**config.mk**
```make
export PLATFORM = sky130hd
export DESIGN_NAME = video_timing_analyzer
export DESIGN_NICKNAME = d
export VERILOG_FILES = /design/src/rtl/video_timing_analyzer.sv
export SDC_FILE = /design/constraint.sdc
export NUM_CORES = 1
export LEC_CHECK = 0
export ABC_AREA = 0
export CAP_MARGIN = 20
export CORE_UTILIZATION = 60
export DETAILED_ROUTE_END_ITERATION = 8
export PLACE_DENSITY = 0.89
export SLEW_MARGIN = 20
export SYNTH_ARGS = -nofsm -noshare
export SYNTH_HDL_FRONTEND = slang
export SYNTH_SLANG_ARGS = --single-unit
```
**constraint.sdc**
```tcl
create_clock -name clk27 -period 10.6 [get_ports clk27]
set_input_delay 2.12 -clock clk27 [delete_from_list [all_inputs] [get_ports clk27]]
set_output_delay 2.12 -clock clk27 [all_outputs]
set_load 0.03 [all_outputs]
```
**src/rtl/video_timing_analyzer.sv**
```systemverilog
// Measures per-frame horizontal/vertical timing of a captured sync/DE/RGB stream,
// flags stable timing and reports the first white active pixel of each frame.
module video_timing_analyzer #(
   parameter int         CNT_W      = 11,
   parameter logic [7:0] LUMA_THOLD = 8'h80,
   parameter int         H_TIMEOUT  = 2047
) (
   input  logic             clk27,
   input  logic             reset_n,
   input  logic             HSYNC_in,
   input  logic             VSYNC_in,
   input  logic             ENABLE_in,
   input  logic [7:0]       R_in,
   input  logic [7:0]       G_in,
   input  logic [7:0]       B_in,
   output logic [CNT_W-1:0] h_total,
   output logic [CNT_W-1:0] h_synclen,
   output logic [CNT_W-1:0] h_backporch,
   output logic [CNT_W-1:0] h_active,
   output logic [CNT_W-1:0] v_total,
   output logic [CNT_W-1:0] v_synclen,
   output logic [CNT_W-1:0] v_backporch,
   output logic [CNT_W-1:0] v_active,
   output logic             frame_start,
   output logic             timing_valid,
   output logic             white_detected,
   output logic [CNT_W-1:0] white_line
);

   localparam logic [CNT_W-1:0] CNT_MAX = '1;
   localparam logic [CNT_W-1:0] H_LIMIT = CNT_W'(H_TIMEOUT);

   // IDLE: disarmed; ARMED: commits but has no trusted reference; TRACK: reference valid
   typedef enum logic [1:0] {ST_IDLE, ST_ARMED, ST_TRACK} state_t;
   state_t state, state_next;

   function automatic logic [CNT_W-1:0] sat_inc(input logic [CNT_W-1:0] v);
      return (v == CNT_MAX) ? v : v + CNT_W'(1);
   endfunction

   function automatic logic [CNT_W-1:0] sat_sub(input logic [CNT_W-1:0] a, input logic [CNT_W-1:0] b);
      return (a > b) ? a - b : '0;
   endfunction

   logic             hsync_q, vsync_q, de_q, hsync_d, de_d, vsync_smp;
   logic [7:0]       r_q, g_q, b_q;
   logic [CNT_W-1:0] hc_q, vc_q, hc, vc;
   logic             line_start, hs_rise, de_rise, frame_hit, loss, pix_white, commit;

   logic [CNT_W-1:0] ln_sync, ln_bp, ln_active, ln_sync_n, ln_bp_n, ln_active_n;
   logic             ln_sync_seen, ln_bp_seen, ln_sync_seen_n, ln_bp_seen_n, first_de_clk;

   logic             w_h_set, w_mismatch, w_h_set_n, w_mismatch_n;
   logic [CNT_W-1:0] w_h_total, w_h_sync, w_h_bp, w_h_active;
   logic [CNT_W-1:0] w_h_total_n, w_h_sync_n, w_h_bp_n, w_h_active_n;
   logic [CNT_W-1:0] w_vsync, w_vbp, w_vact, w_white_line;
   logic [CNT_W-1:0] w_vsync_n, w_vbp_n, w_vact_n, w_white_line_n;
   logic             w_de_seen, w_white, w_de_seen_n, w_white_n;

   logic             ended_de, take_line, f_mismatch, same_set;
   logic [CNT_W-1:0] f_h_total, f_h_sync, f_h_bp, f_h_active, f_v_total;

   always_ff @(posedge clk27 or negedge reset_n) begin
      if (!reset_n) begin
         hsync_q   <= 1'b1;
         vsync_q   <= 1'b1;
         de_q      <= 1'b0;
         r_q       <= '0;
         g_q       <= '0;
         b_q       <= '0;
         hsync_d   <= 1'b1;
         de_d      <= 1'b0;
         vsync_smp <= 1'b1;
         hc_q      <= '0;
         vc_q      <= '0;
      end else begin
         hsync_q   <= HSYNC_in;
         vsync_q   <= VSYNC_in;
         de_q      <= ENABLE_in;
         r_q       <= R_in;
         g_q       <= G_in;
         b_q       <= B_in;
         hsync_d   <= hsync_q;
         de_d      <= de_q;
         if (line_start) vsync_smp <= vsync_q;
         hc_q      <= sat_inc(hc);
         vc_q      <= vc;
      end
   end

   // hc/vc are the counts of the current clock; the line-start clock is always hc=0
   assign line_start = hsync_d & ~hsync_q;
   assign hs_rise    = hsync_q & ~hsync_d;
   assign de_rise    = de_q & ~de_d;
   assign frame_hit  = line_start & ~vsync_q & vsync_smp;
   assign hc         = line_start ? '0 : hc_q;
   assign vc         = frame_hit ? '0 : (line_start ? sat_inc(vc_q) : vc_q);
   assign loss       = (hc == H_LIMIT) || (vc == CNT_MAX);
   assign pix_white  = de_q && (r_q >= LUMA_THOLD) && (g_q >= LUMA_THOLD) && (b_q >= LUMA_THOLD);
   assign commit     = frame_hit && (state != ST_IDLE) && !loss;

   always_comb begin
      ln_sync_n      = line_start ? '0 : ln_sync;
      ln_sync_seen_n = ~line_start & ln_sync_seen;
      ln_bp_n        = line_start ? '0 : ln_bp;
      ln_bp_seen_n   = ~line_start & ln_bp_seen;
      ln_active_n    = line_start ? '0 : ln_active;
      first_de_clk   = de_q && (ln_active_n == '0);
      if (hs_rise && !ln_sync_seen_n) begin
         ln_sync_n      = hc;
         ln_sync_seen_n = 1'b1;
      end
      if (de_rise && !ln_bp_seen_n) begin
         ln_bp_n      = sat_sub(hc, ln_sync_n);
         ln_bp_seen_n = 1'b1;
      end
      if (de_q) ln_active_n = sat_inc(ln_active_n);
   end

   // The line that ends at a line start is folded in before any commit uses it
   assign ended_de   = (ln_active != '0);
   assign take_line  = ended_de & ~w_h_set;
   assign f_h_total  = take_line ? hc_q : w_h_total;
   assign f_h_sync   = take_line ? ln_sync : w_h_sync;
   assign f_h_bp     = take_line ? ln_bp : w_h_bp;
   assign f_h_active = take_line ? ln_active : w_h_active;
   assign f_mismatch = w_mismatch | (w_h_set & (hc_q != w_h_total));
   assign f_v_total  = sat_inc(vc_q);

   always_comb begin
      w_h_set_n      = w_h_set;
      w_h_total_n    = w_h_total;
      w_h_sync_n     = w_h_sync;
      w_h_bp_n       = w_h_bp;
      w_h_active_n   = w_h_active;
      w_mismatch_n   = w_mismatch;
      if (frame_hit) begin
         w_h_set_n    = 1'b0;
         w_h_total_n  = '0;
         w_h_sync_n   = '0;
         w_h_bp_n     = '0;
         w_h_active_n = '0;
         w_mismatch_n = 1'b0;
      end else if (line_start) begin
         w_h_set_n    = w_h_set | ended_de;
         w_h_total_n  = f_h_total;
         w_h_sync_n   = f_h_sync;
         w_h_bp_n     = f_h_bp;
         w_h_active_n = f_h_active;
         w_mismatch_n = f_mismatch;
      end
      w_vsync_n      = frame_hit ? '0 : w_vsync;
      w_vbp_n        = frame_hit ? '0 : w_vbp;
      w_vact_n       = frame_hit ? '0 : w_vact;
      w_de_seen_n    = ~frame_hit & w_de_seen;
      w_white_n      = ~frame_hit & w_white;
      w_white_line_n = frame_hit ? '0 : w_white_line;
      if (line_start && !vsync_q) w_vsync_n = sat_inc(w_vsync_n);
      if (de_q && !w_de_seen_n) begin
         w_de_seen_n = 1'b1;
         w_vbp_n     = sat_sub(vc, w_vsync_n);
      end
      if (first_de_clk) w_vact_n = sat_inc(w_vact_n);
      if (pix_white && !w_white_n) begin
         w_white_n      = 1'b1;
         w_white_line_n = vc;
      end
   end

   always_ff @(posedge clk27 or negedge reset_n) begin
      if (!reset_n) begin
         ln_sync      <= '0;
         ln_sync_seen <= 1'b0;
         ln_bp        <= '0;
         ln_bp_seen   <= 1'b0;
         ln_active    <= '0;
         w_h_set      <= 1'b0;
         w_h_total    <= '0;
         w_h_sync     <= '0;
         w_h_bp       <= '0;
         w_h_active   <= '0;
         w_mismatch   <= 1'b0;
         w_vsync      <= '0;
         w_vbp        <= '0;
         w_vact       <= '0;
         w_de_seen    <= 1'b0;
         w_white      <= 1'b0;
         w_white_line <= '0;
      end else begin
         ln_sync      <= ln_sync_n;
         ln_sync_seen <= ln_sync_seen_n;
         ln_bp        <= ln_bp_n;
         ln_bp_seen   <= ln_bp_seen_n;
         ln_active    <= ln_active_n;
         w_h_set      <= w_h_set_n;
         w_h_total    <= w_h_total_n;
         w_h_sync     <= w_h_sync_n;
         w_h_bp       <= w_h_bp_n;
         w_h_active   <= w_h_active_n;
         w_mismatch   <= w_mismatch_n;
         w_vsync      <= w_vsync_n;
         w_vbp        <= w_vbp_n;
         w_vact       <= w_vact_n;
         w_de_seen    <= w_de_seen_n;
         w_white      <= w_white_n;
         w_white_line <= w_white_line_n;
      end
   end

   always_ff @(posedge clk27 or negedge reset_n) begin
      if (!reset_n) state <= ST_IDLE;
      else          state <= state_next;
   end

   always_comb begin
      state_next = state;
      if (loss) begin
         state_next = ST_IDLE;
      end else if (frame_hit) begin
         case (state)
            ST_IDLE:  state_next = ST_ARMED;
            default:  state_next = ST_TRACK;
         endcase
      end
   end

   assign same_set = (f_h_total == h_total) && (f_h_sync == h_synclen) &&
                     (f_h_bp == h_backporch) && (f_h_active == h_active) &&
                     (f_v_total == v_total) && (w_vsync == v_synclen) &&
                     (w_vbp == v_backporch) && (w_vact == v_active);

   // Outputs only move at a commit; a lost stream can additionally drop timing_valid
   always_ff @(posedge clk27 or negedge reset_n) begin
      if (!reset_n) begin
         h_total        <= '0;
         h_synclen      <= '0;
         h_backporch    <= '0;
         h_active       <= '0;
         v_total        <= '0;
         v_synclen      <= '0;
         v_backporch    <= '0;
         v_active       <= '0;
         frame_start    <= 1'b0;
         timing_valid   <= 1'b0;
         white_detected <= 1'b0;
         white_line     <= '0;
      end else begin
         frame_start <= commit;
         if (commit) begin
            h_total        <= f_h_total;
            h_synclen      <= f_h_sync;
            h_backporch    <= f_h_bp;
            h_active       <= f_h_active;
            v_total        <= f_v_total;
            v_synclen      <= w_vsync;
            v_backporch    <= w_vbp;
            v_active       <= w_vact;
            white_detected <= w_white;
            white_line     <= w_white_line;
            timing_valid   <= (state == ST_TRACK) && same_set && !f_mismatch;
         end else if (loss) begin
            timing_valid <= 1'b0;
         end
      end
   end

endmodule

```
==> impl_metrics.py, run 1 <==
metrics = {
    "logic_synthesis": {
        "synthTopCellsByCount": "nand2_1, dfrtp_1, inv_1",
        "synth_cell_types": 79,
        "synth.most_common_cell": "nand2_1",
        "synth_edf_count": 0,
        "syn_area_sq_um": 14790,
        "synth.top_cell.area_share_pct": 43.67,
        "synthFlopType": "dfrtp_1",
        "yosysTopAreaCell": "dfrtp_1",
        "syn_nets": 1737,
        "ys_async_sr_fraction_pct": 100.0,
        "yosysWarnings": 0,
        "netlist_instances": 1678,
        "postSynthAreaPerCell_sq_um": 8.811,
        "synthTopCellsByArea": "dfrtp_1, nand2_1, xor2_1, a22o_1, o21ai_0",
        "yosysSeqAreaShare_pct": 44.38,
        "ys_seq_elements": 262,
    },
    "detailed_routing": {
        "wl_um": 51950,
        "viasPerCell": 6.567,
        "post_drt_wl_per_cell_um": 24.89,
        "detail-route-antenna-nets": 0,
        "dr.pass1.iters": 7,
        "vias": 13710,
        "drt_iter0_drc": 1779,
        "drcViolationCount": 0,
    },
    "setup_path": {
        "cp_slowest_stage_delay_ns": 0.62,
        "reg2reg_to": "w_vbp[5]$_DFFE_PN0P_",
        "worstSetupPathType": "reg2reg",
        "path_buf_inv": 1,
        "arrival_ns": 5.96,
        "start_kind": "flop",
        "rrSetupSlack_ns": 5.15,
        "reg2regPathDepth": 17,
        "required_ns": 11.10,
        "worst_path_dominant_cell_family": "simple AND/OR/NAND/NOR gates",
        "path_cells": "nor4bb_4 -> buf_4 -> nor2b_1 -> ha_1 -> and3_1 -> and4b_1 -> nor3_1 -> nand4_1 -> xor2_1 -> or2_2 -> ha_1 -> a21boi_0 -> o31ai_1 -> a21oi_1 -> o21ai_0 -> a21oi_1 -> a32o_1",
        "slowest_stage": "a21oi_1",
        "crit_fanout": 32,
        "endpoint_kind": "flop",
        "r2r_start": "vsync_smp$_DFFE_PN1P_",
    },
    "placement": {
        "place_ws_ns": 5.262,
        "gp_congestion": 0.9803,
        "port_buffers": 109,
        "dp_hpwl_um": 37010,
        "dp.cells": 2032,
    },
    "global_routing": {
        "grt.total_usage_pct": 40.81,
        "grt_max_degree": 123,
        "antenna_found_initial": 0,
        "grt_remaining_overflow": 0,
        "grt_pass1_wl_um": 79450,
        "grt_pass1_vias": 13150,
    },
    "clocking": {
        "cts.sinks": 262,
        "cts_setup_buffers": 0,
        "clkTransAtPathRegs_ns": 0.06,
        "cts_hold_buf": 0,
        "cts_tree": "built",
        "cts_made_buffers": 29,
        "cts_resized": 0,
        "cts-root-buf": "clkbuf_16",
        "clk_latency_ns": 0.57,
        "clockBufferDepth": 3,
        "htree_levels": 1,
    },
    "sta": {
        "final-hold-violation-count": 0,
        "setup_viol": 0,
        "fmax_mhz": 183.4,
        "period_needed_ns": 5.452,
        "layout_setup_ws_ns": 5.148,
        "fin_crit_sh_pct": 51.44,
        "rsz0062_at_grt": "no",
        "fin_hold_ws_ns": 0.4298,
        "tightest_slew_ns": 1.117,
        "finalSetupTns_ns": 0,
        "drv_slew": 0,
        "relSlewSlack_pct": 24.97,
        "fin_worst_skew_ns": 0.01554,
    },
    "power": {
        "p_seq_share_pct": 34.9,
        "intPower_mw": 2.614,
        "swShare_pct": 42.70,
        "power_frac_comb_pct": 40.8,
        "p_leak_nw": 7.736,
        "power.density_nw_per_um2": 266.0,
        "clkPwrFrac_pct": 24.2,
        "ir_worst_vdd_mv": 0.2210,
        "switchingPower_mw": 1.948,
    },
    "finish": {
        "stdcell_count": 2087,
        "finish.utilization_pct": 70.73,
        "nNetsFinal": 1799,
        "drive_gt1_share_pct": 6.126,
        "areaGrowthSynthToFinish_pct": 16.00,
        "num_antenna_cells": 0,
    },
    "floorplan": {
        "num_rows": 57,
        "fp.dieH_um": 159.0,
        "dieArea_sq_um": 25270,
        "fp.dieW_um": 159.0,
        "core_area_sq_um": 24250,
        "io_pins": 131,
        "initial_core_util_pct": 60.98,
    },
    "min_path": {
        "hp-start": "hsync_q$_DFF_PN1_",
        "hold_path_class": "reg2reg",
        "hold_path_end": "hsync_d$_DFF_PN1_",
        "min_path_cells": 0,
    },
    "outcome": {
        "status": "finished clean",
    },
    "flow_run": {
        "maxCapViolations": 0,
    },
}
## cell usage in the layout (no fill, tap or decap), drive strengths merged, types with 35 or more instances in the layout
cell / n
nand2: 298
dfrtp: 258
inv: 114
clkdlybuf4s50: 108
nor2: 104
o21ai: 92
xor2: 73
a21oi: 63
a22o: 62
xnor2: 45
nand3: 42
clkbuf: 40
nor2b: 38
a31oi: 35
## kinds of logic after synthesis
| logic type | count (synthesis) | synth area share, % |
|---|---|---|
| AO/OA/AOI/OAI | 393 | 18.41 |
| XOR/XNOR | 120 | 7.295 |
| adder cells (fa/ha/maj) | 31 | 2.708 |
| buffers and inverters | 209 | 5.695 |
| flip-flops | 262 | 44.38 |
| multiplexers | 11 | 0.7785 |
| AND/OR/NAND/NOR | 652 | 20.74 |
## metal layers
layer / global-route usage (%) / up-vias / wire [um]
li1: - / 5990 / -
met1: 57.97 / 6706 / 21100
met2: 62.60 / 860 / 23080
met3: 8.179 / 149 / 5785
met4: 14.25 / 0 / 1989
met5: 0 / - / 0
## how the worst max path moves through the flow
stage	from	slack, ns	endpoint	depth (start not counted)
3_5_place_dp	vsync_smp$_DFFE_PN1P_	5.26	w_vbp[10]$_DFFE_PN0P_	17
3_3_place_gp	vsync_smp$_DFFE_PN1P_	5.29	w_vbp[5]$_DFFE_PN0P_	17
4_1_cts	vsync_smp$_DFFE_PN1P_	5.24	w_vbp[10]$_DFFE_PN0P_	17
6_report	vsync_smp$_DFFE_PN1P_	5.15	w_vbp[5]$_DFFE_PN0P_	17
5_1_grt	vsync_smp$_DFFE_PN1P_	4.72	w_vbp[5]$_DFFE_PN0P_	17
2_1_floorplan	vsync_smp$_DFFE_PN1P_	5.47	w_vbp[10]$_DFFE_PN0P_	20
## final cells by class
class	instances	area, sq um
clock buffers	40	827.0
clock inverters	14	226.5
fillers	1838	7097
inverters	110	412.9
multi-input cells	1207	7445
flip-flops and latches	262	6561
well taps	324	405.4
repair buffers	130	1274
## power by group through the flow
stage	clock network, mW	logic (mW)	registers [mW]
global placement	0	1.79	1.57
CTS	1.11	1.83	1.57
floorplan	0	1.04	1.59
global route	1.15	1.98	1.61
finish	1.11	1.86	1.59
detailed placement	0	1.81	1.58
## metrics by stage
step                      power [mW]  area, sq um
after floorplan                2.635        14790
after global placement         3.363        16070
after detailed placement       3.396        16070
after CTS                      4.510        17120
after global routing           4.732        17150
final                          4.562        17150
Note: power is estimated with default switching activity, not from simulation.
==> run 2, diff against run 1 <==
Settings changed: CORE_UTILIZATION 60 to 59, PLACE_DENSITY 0.89 to 0.87.
Clock period 10.6 ns to 5.38 ns, I/O delays scaled along.
==> run 2 against run 1 <==
  * Worst setup slack worse by 4.6 ns
  * Sequential power increased by 97%
  * Sequential share of layout area rose by 0.11 points
  * Power grew 94%
  * Largest cell class unchanged
  * Highest routed layer unchanged
==> impl_metrics.py, run 2 (synthesis gave the netlist of run 1 again) <==
metrics = {
    "outcome": {
        "status": "finished clean",
    },
    "placement": {
        "placed_area_sq_um": 16120,
        "dp.cells": 2039,
        "dp_hpwl_um": 36790,
        "gp_congestion": 1.040,
        "port_buffers": 109,
    },
    "setup_path": {
        "endpoint_kind": "flop",
        "start_kind": "flop",
        "worstSetupPathType": "reg2reg",
        "crit_fanout": 10,
        "required_ns": 5.88,
        "arrival_ns": 5.32,
    },
    "sta": {
        "drv_slew": 0,
        "finalSetupTns_ns": 0,
        "final-hold-violation-count": 0,
        "rsz0062_at_grt": "no",
        "period_needed_ns": 4.823,
        "fin_worst_skew_ns": 0.02093,
        "fin_crit_sh_pct": 89.64,
        "setup_viol": 0,
        "relSlewSlack_pct": 29.45,
        "tightest_slew_ns": 1.057,
        "fmax_mhz": 207.3,
    },
    "floorplan": {
        "fp.dieW_um": 160.3,
        "dieArea_sq_um": 25700,
        "io_pins": 131,
        "fp.dieH_um": 160.3,
        "initial_core_util_pct": 60.44,
        "core_area_sq_um": 24460,
        "num_rows": 57,
    },
    "detailed_routing": {
        "vias": 13680,
        "viasPerCell": 6.537,
        "drt_iter0_drc": 1672,
        "detail-route-antenna-nets": 0,
        "post_drt_wl_per_cell_um": 24.39,
        "dr.pass1.iters": 6,
        "wl_um": 51050,
        "drcViolationCount": 0,
    },
    "finish": {
        "final_cell_mix": "nand2_1, dfrtp_1, inv_1",
        "finish.utilization_pct": 69.90,
        "postLayoutCellArea_sq_um": 17100,
        "drive_gt1_share_pct": 6.052,
        "fillers": 1857,
        "stdcell_count": 2093,
        "layout_commonest_cell": "nand2_1",
        "nNetsFinal": 1805,
        "areaGrowthSynthToFinish_pct": 15.66,
    },
    "clocking": {
        "clkTransAtPathRegs_ns": 0.06,
        "cts_made_buffers": 29,
        "htree_levels": 1,
        "cts_resized": 0,
        "cts-root-buf": "clkbuf_16",
        "clk_latency_ns": 0.57,
        "cts_tree": "built",
        "clockBufferDepth": 3,
        "cts_hold_buf": 0,
        "cts_setup_buffers": 0,
        "cts.sinks": 262,
    },
    "power": {
        "ir_worst_vdd_mv": 0.3366,
        "power.density_nw_per_um2": 516.9,
        "p_leak_nw": 7.721,
    },
    "global_routing": {
        "grt_remaining_overflow": 0,
        "grt.total_usage_pct": 40.13,
        "grt_pass1_vias": 13140,
        "grt_pass1_wl_um": 78410,
        "antenna_found_initial": 1,
        "grt_max_degree": 117,
    },
    "min_path": {
        "hold_path_class": "reg2reg",
    },
    "flow_run": {
        "maxCapViolations": 0,
    },
}
run 2: metrics by stage:
| stage | setup slack [ns] | power, mW | hold WS (ns) |
|---|---|---|---|
| final | 0.5572 | 8.840 | 0.4544 |
| after global routing | 0.08848 | 9.192 | 0.4529 |
| after CTS | 0.6165 | 8.730 | 0.4501 |
| after detailed placement | 0.6493 | 6.678 | 0.4397 |
| after global placement | 0.7738 | 6.618 | 0.4400 |
| after floorplan | 0.2545 | 5.192 | 0.3827 |
run 2: worst paths after layout:
kind | slack (ns) | endpoint | from | cells after the start
setup / recovery | 0.56 | w_vbp[5]$_DFFE_PN0P_ | hsync_d$_DFF_PN1_ | 19
hold / removal | 0.45 | hsync_d$_DFF_PN1_ | hsync_q$_DFF_PN1_ | 0
setup reg to reg | 0.56 | w_vbp[5]$_DFFE_PN0P_ | hsync_d$_DFF_PN1_ | 19
hold reg to reg | 0.45 | hsync_d$_DFF_PN1_ | hsync_q$_DFF_PN1_ | 0
max in group asynchronous | 3.71 | w_white_line[4]$_DFFE_PN0P_ | reset_n | 2
min in group asynchronous | 0.53 | h_synclen[8]$_DFFE_PN0P_ | reset_n | 1
run 2: area by class of cell:
type / instances / area, sq um / share of cell area [%]
Antenna cell: 1 / 2.502 / 0.01463
Timing Repair Buffer: 136 / 1311 / 7.668
Sequential cell: 262 / 6561 / 38.37
Clock inverter: 6 / 101.3 / 0.5927
Multi-Input combinational cell: 1207 / 7432 / 43.46
Tap cell: 324 / 405.4 / 2.371
Inverter: 110 / 412.9 / 2.415
Clock buffer: 47 / 873.3 / 5.107
run 2: critical path: stages (launching register included):
cell and delay, ns:
dfstp_2 0.56, nor2b_2 0.16, nand3b_1 0.11, nand2_1 0.13
inv_1 0.05, ha_1 0.18, and3_1 0.19, and4b_1 0.25
nor3_1 0.15, buf_4 0.19, nand4_1 0.12, xor2_1 0.17
or2_2 0.30, ha_1 0.34, a21boi_0 0.32, o31ai_1 0.16
a21oi_1 0.21, o21ai_0 0.13, a21oi_1 0.75, a32o_1 0.29
run 2: report_power, final:
| part | switching [mW] | leakage, nW | total, mW | internal, mW |
|---|---|---|---|---|
| Combinational | 2.22 | 3.74 | 3.67 | 1.45 |
| Clock | 0.828 | 0.473 | 2.03 | 1.21 |
| Sequential | 0.758 | 3.50 | 3.14 | 2.38 |
run 2: layer usage:
layer  wire length (um)  global-route usage, %  share of wire (%)  vias to the layer above
li1                   -                      -                  -                     6013
met1              20970                  58.30                 41                     6626
met2              22250                  58.89                 44                      920
met3               5842                  8.523                 11                      122
met4               1985                  15.58                3.9                        0
met5                  0                      0                  0                        -
==> run 3, diff against run 2 <==
Settings changed: PLACE_DENSITY 0.87 to unset, PLACE_DENSITY_LB_ADDON set to 0.08.
==> run 3 against run 2 <==
  * Sequential power about the same
  * Largest power group unchanged
  * Count of clock-buffer cells in the layout down 7
  * Clock power down 3%
  * Worst setup slack better by 0.11 ns
  * Power down 0.99%
  * Combinational power about the same
  * Clock skew down 0.013 ns
  * Die area unchanged
  * Critical path depth down 5
  * Critical endpoint unchanged
  * Wire length down 3.1%
  * First-iteration DRC count up 0.30%
==> impl_metrics.py, run 3 (synthesis gave the netlist of run 1 again) <==
metrics = {
    "setup_path": {
        "endpoint_kind": "flop",
        "worstSetupPathType": "reg2reg",
        "r2r_start": "vc_q[0]$_DFF_PN0_",
        "arrival_ns": 5.15,
        "cp-startpoint": "vc_q[0]$_DFF_PN0_",
        "start_kind": "flop",
        "required_ns": 5.82,
        "crit_fanout": 10,
    },
    "floorplan": {
        "num_rows": 57,
        "initial_core_util_pct": 60.44,
        "fp.dieH_um": 160.3,
        "fp.dieW_um": 160.3,
        "core_area_sq_um": 24460,
        "dieArea_sq_um": 25700,
        "io_pins": 131,
    },
    "finish": {
        "final_cell_mix": "nand2_1, dfrtp_1, inv_1",
        "nNetsFinal": 1803,
        "areaGrowthSynthToFinish_pct": 15.60,
        "layout_commonest_cell": "nand2_1",
        "drive_gt1_share_pct": 6.399,
        "postLayoutCellArea_sq_um": 17090,
        "num_antenna_cells": 0,
    },
    "power": {
        "intPower_mw": 4.978,
        "power.density_nw_per_um2": 512.0,
        "p_seq_share_pct": 35.7,
        "swShare_pct": 43.12,
        "power_frac_comb_pct": 41.9,
        "p_leak_nw": 7.724,
        "switchingPower_mw": 3.774,
        "ir_worst_vdd_mv": 0.4010,
        "clkPwrFrac_pct": 22.4,
    },
    "clocking": {
        "cts_made_buffers": 29,
        "htree_levels": 1,
        "cts-root-buf": "clkbuf_16",
        "clk_latency_ns": 0.56,
        "cts_tree": "built",
        "cts.sinks": 262,
        "cts_setup_buffers": 0,
        "clockBufferDepth": 3,
        "clkTransAtPathRegs_ns": 0.06,
        "cts_resized": 0,
        "cts_hold_buf": 0,
    },
    "global_routing": {
        "grt_pass1_vias": 12940,
        "grt.total_usage_pct": 38.80,
        "grt_max_degree": 139,
        "grt_remaining_overflow": 0,
        "antenna_found_initial": 1,
        "grt_pass1_wl_um": 76020,
    },
    "sta": {
        "relSlewSlack_pct": 32.12,
        "fin_worst_skew_ns": 0.007713,
        "period_needed_ns": 4.711,
        "final-hold-violation-count": 0,
        "fmax_mhz": 212.3,
        "drv_slew": 0,
        "tightest_slew_ns": 1.010,
        "setup_viol": 0,
        "fin_hold_ws_ns": 0.4401,
        "fin_crit_sh_pct": 87.56,
        "rsz0062_at_grt": "no",
        "finalSetupTns_ns": 0,
    },
    "min_path": {
        "hold_path_class": "in2async",
    },
    "detailed_routing": {
        "post_drt_wl_per_cell_um": 23.66,
        "viasPerCell": 6.472,
        "dr.pass1.iters": 6,
        "vias": 13530,
        "wl_um": 49440,
        "detail-route-antenna-nets": 0,
        "drcViolationCount": 0,
        "drt_iter0_drc": 1677,
    },
    "outcome": {
        "status": "finished clean",
    },
    "placement": {
        "gp_congestion": 1.058,
        "placed_area_sq_um": 16110,
        "dp_hpwl_um": 35560,
        "port_buffers": 109,
    },
    "flow_run": {
        "maxCapViolations": 0,
    },
}
run 3: changes by cell type in the layout (fill, tap and decap cells not counted):
cell       delta
a2111oi_2     +1
clkbuf_1      -7
diode_2       -1
a2111oi_0     -1
inv_16        -1
clkinv_4      +2
o21ai_2       -1
bufinv_16     -1
clkinv_2      +7
buf_16        +1
o21ai_4       +1
buf_4         -3
run 3: critical path: stages, from the launching register on:
cell and delay (ns):
dfrtp_1 0.50, ha_1 0.33, nand2_1 0.18, o41ai_2 0.79
nand2_1 0.11, a21oi_1 0.44, ha_1 0.34, nor2b_1 0.13
o21ai_0 0.18, a21boi_0 0.18, o31ai_1 0.43, a21oi_1 0.14
o21ai_0 0.23, a21oi_1 0.28, a32o_1 0.33
run 3: routing by layer:
metal / GRT usage, % / share of wire [%] / wire, um
met5: 0 / 0.018 / 9
met4: 14.16 / 3.8 / 1896
met3: 10.38 / 11 / 5670
met2: 56.52 / 43 / 21170
met1: 55.65 / 42 / 20700
run 3: power groups by stage:
stage | sequential, mW | clock (mW) | combinational (mW)
detailed placement | 3.10 | 0 | 3.54
floorplan | 3.14 | 0 | 2.05
CTS | 3.08 | 1.98 | 3.57
global route | 3.16 | 2.05 | 3.92
global placement | 3.09 | 0 | 3.49
finish | 3.12 | 1.96 | 3.67
run 3: per-stage QoR:
step           setup WS, ns  cells  power [mW]  utilization [%]
2_1_floorplan        0.2545   1678       5.192                -
5_1_grt              0.2381   2090       9.130            69.87
3_5_place_dp         0.7374   2036       6.642            65.85
6_report             0.6694   2090       8.752            69.87
4_1_cts              0.7273   2089       8.632            69.74
3_3_place_gp         0.8577   2036       6.578            65.85
run 3: final cells by class:
cell class                 instances  area (sq um)
multi-input combinational       1207          7446
fill                            1923          7370
sequential                       262          6561
timing repair buffer             134          1316
clock buffer                      40         847.1
inverter                         110         412.9
tap                              324         405.4
clock inverter                    13         103.9
run 3: worst paths after layout:
check / endpoint / slack, ns / cells after the start
hold reg to reg: hsync_d$_DFF_PN1_ / 0.44 / 0
setup reg to reg: w_vbp[5]$_DFFE_PN0P_ / 0.67 / 14
setup / recovery: w_vbp[5]$_DFFE_PN0P_ / 0.67 / 14
min in group clk27: hsync_d$_DFF_PN1_ / 0.44 / 0
hold / removal: ln_bp[7]$_DFFE_PN0P_ / 0.44 / 1
max in group asynchronous: v_total[10]$_DFFE_PN0P_ / 3.71 / 3
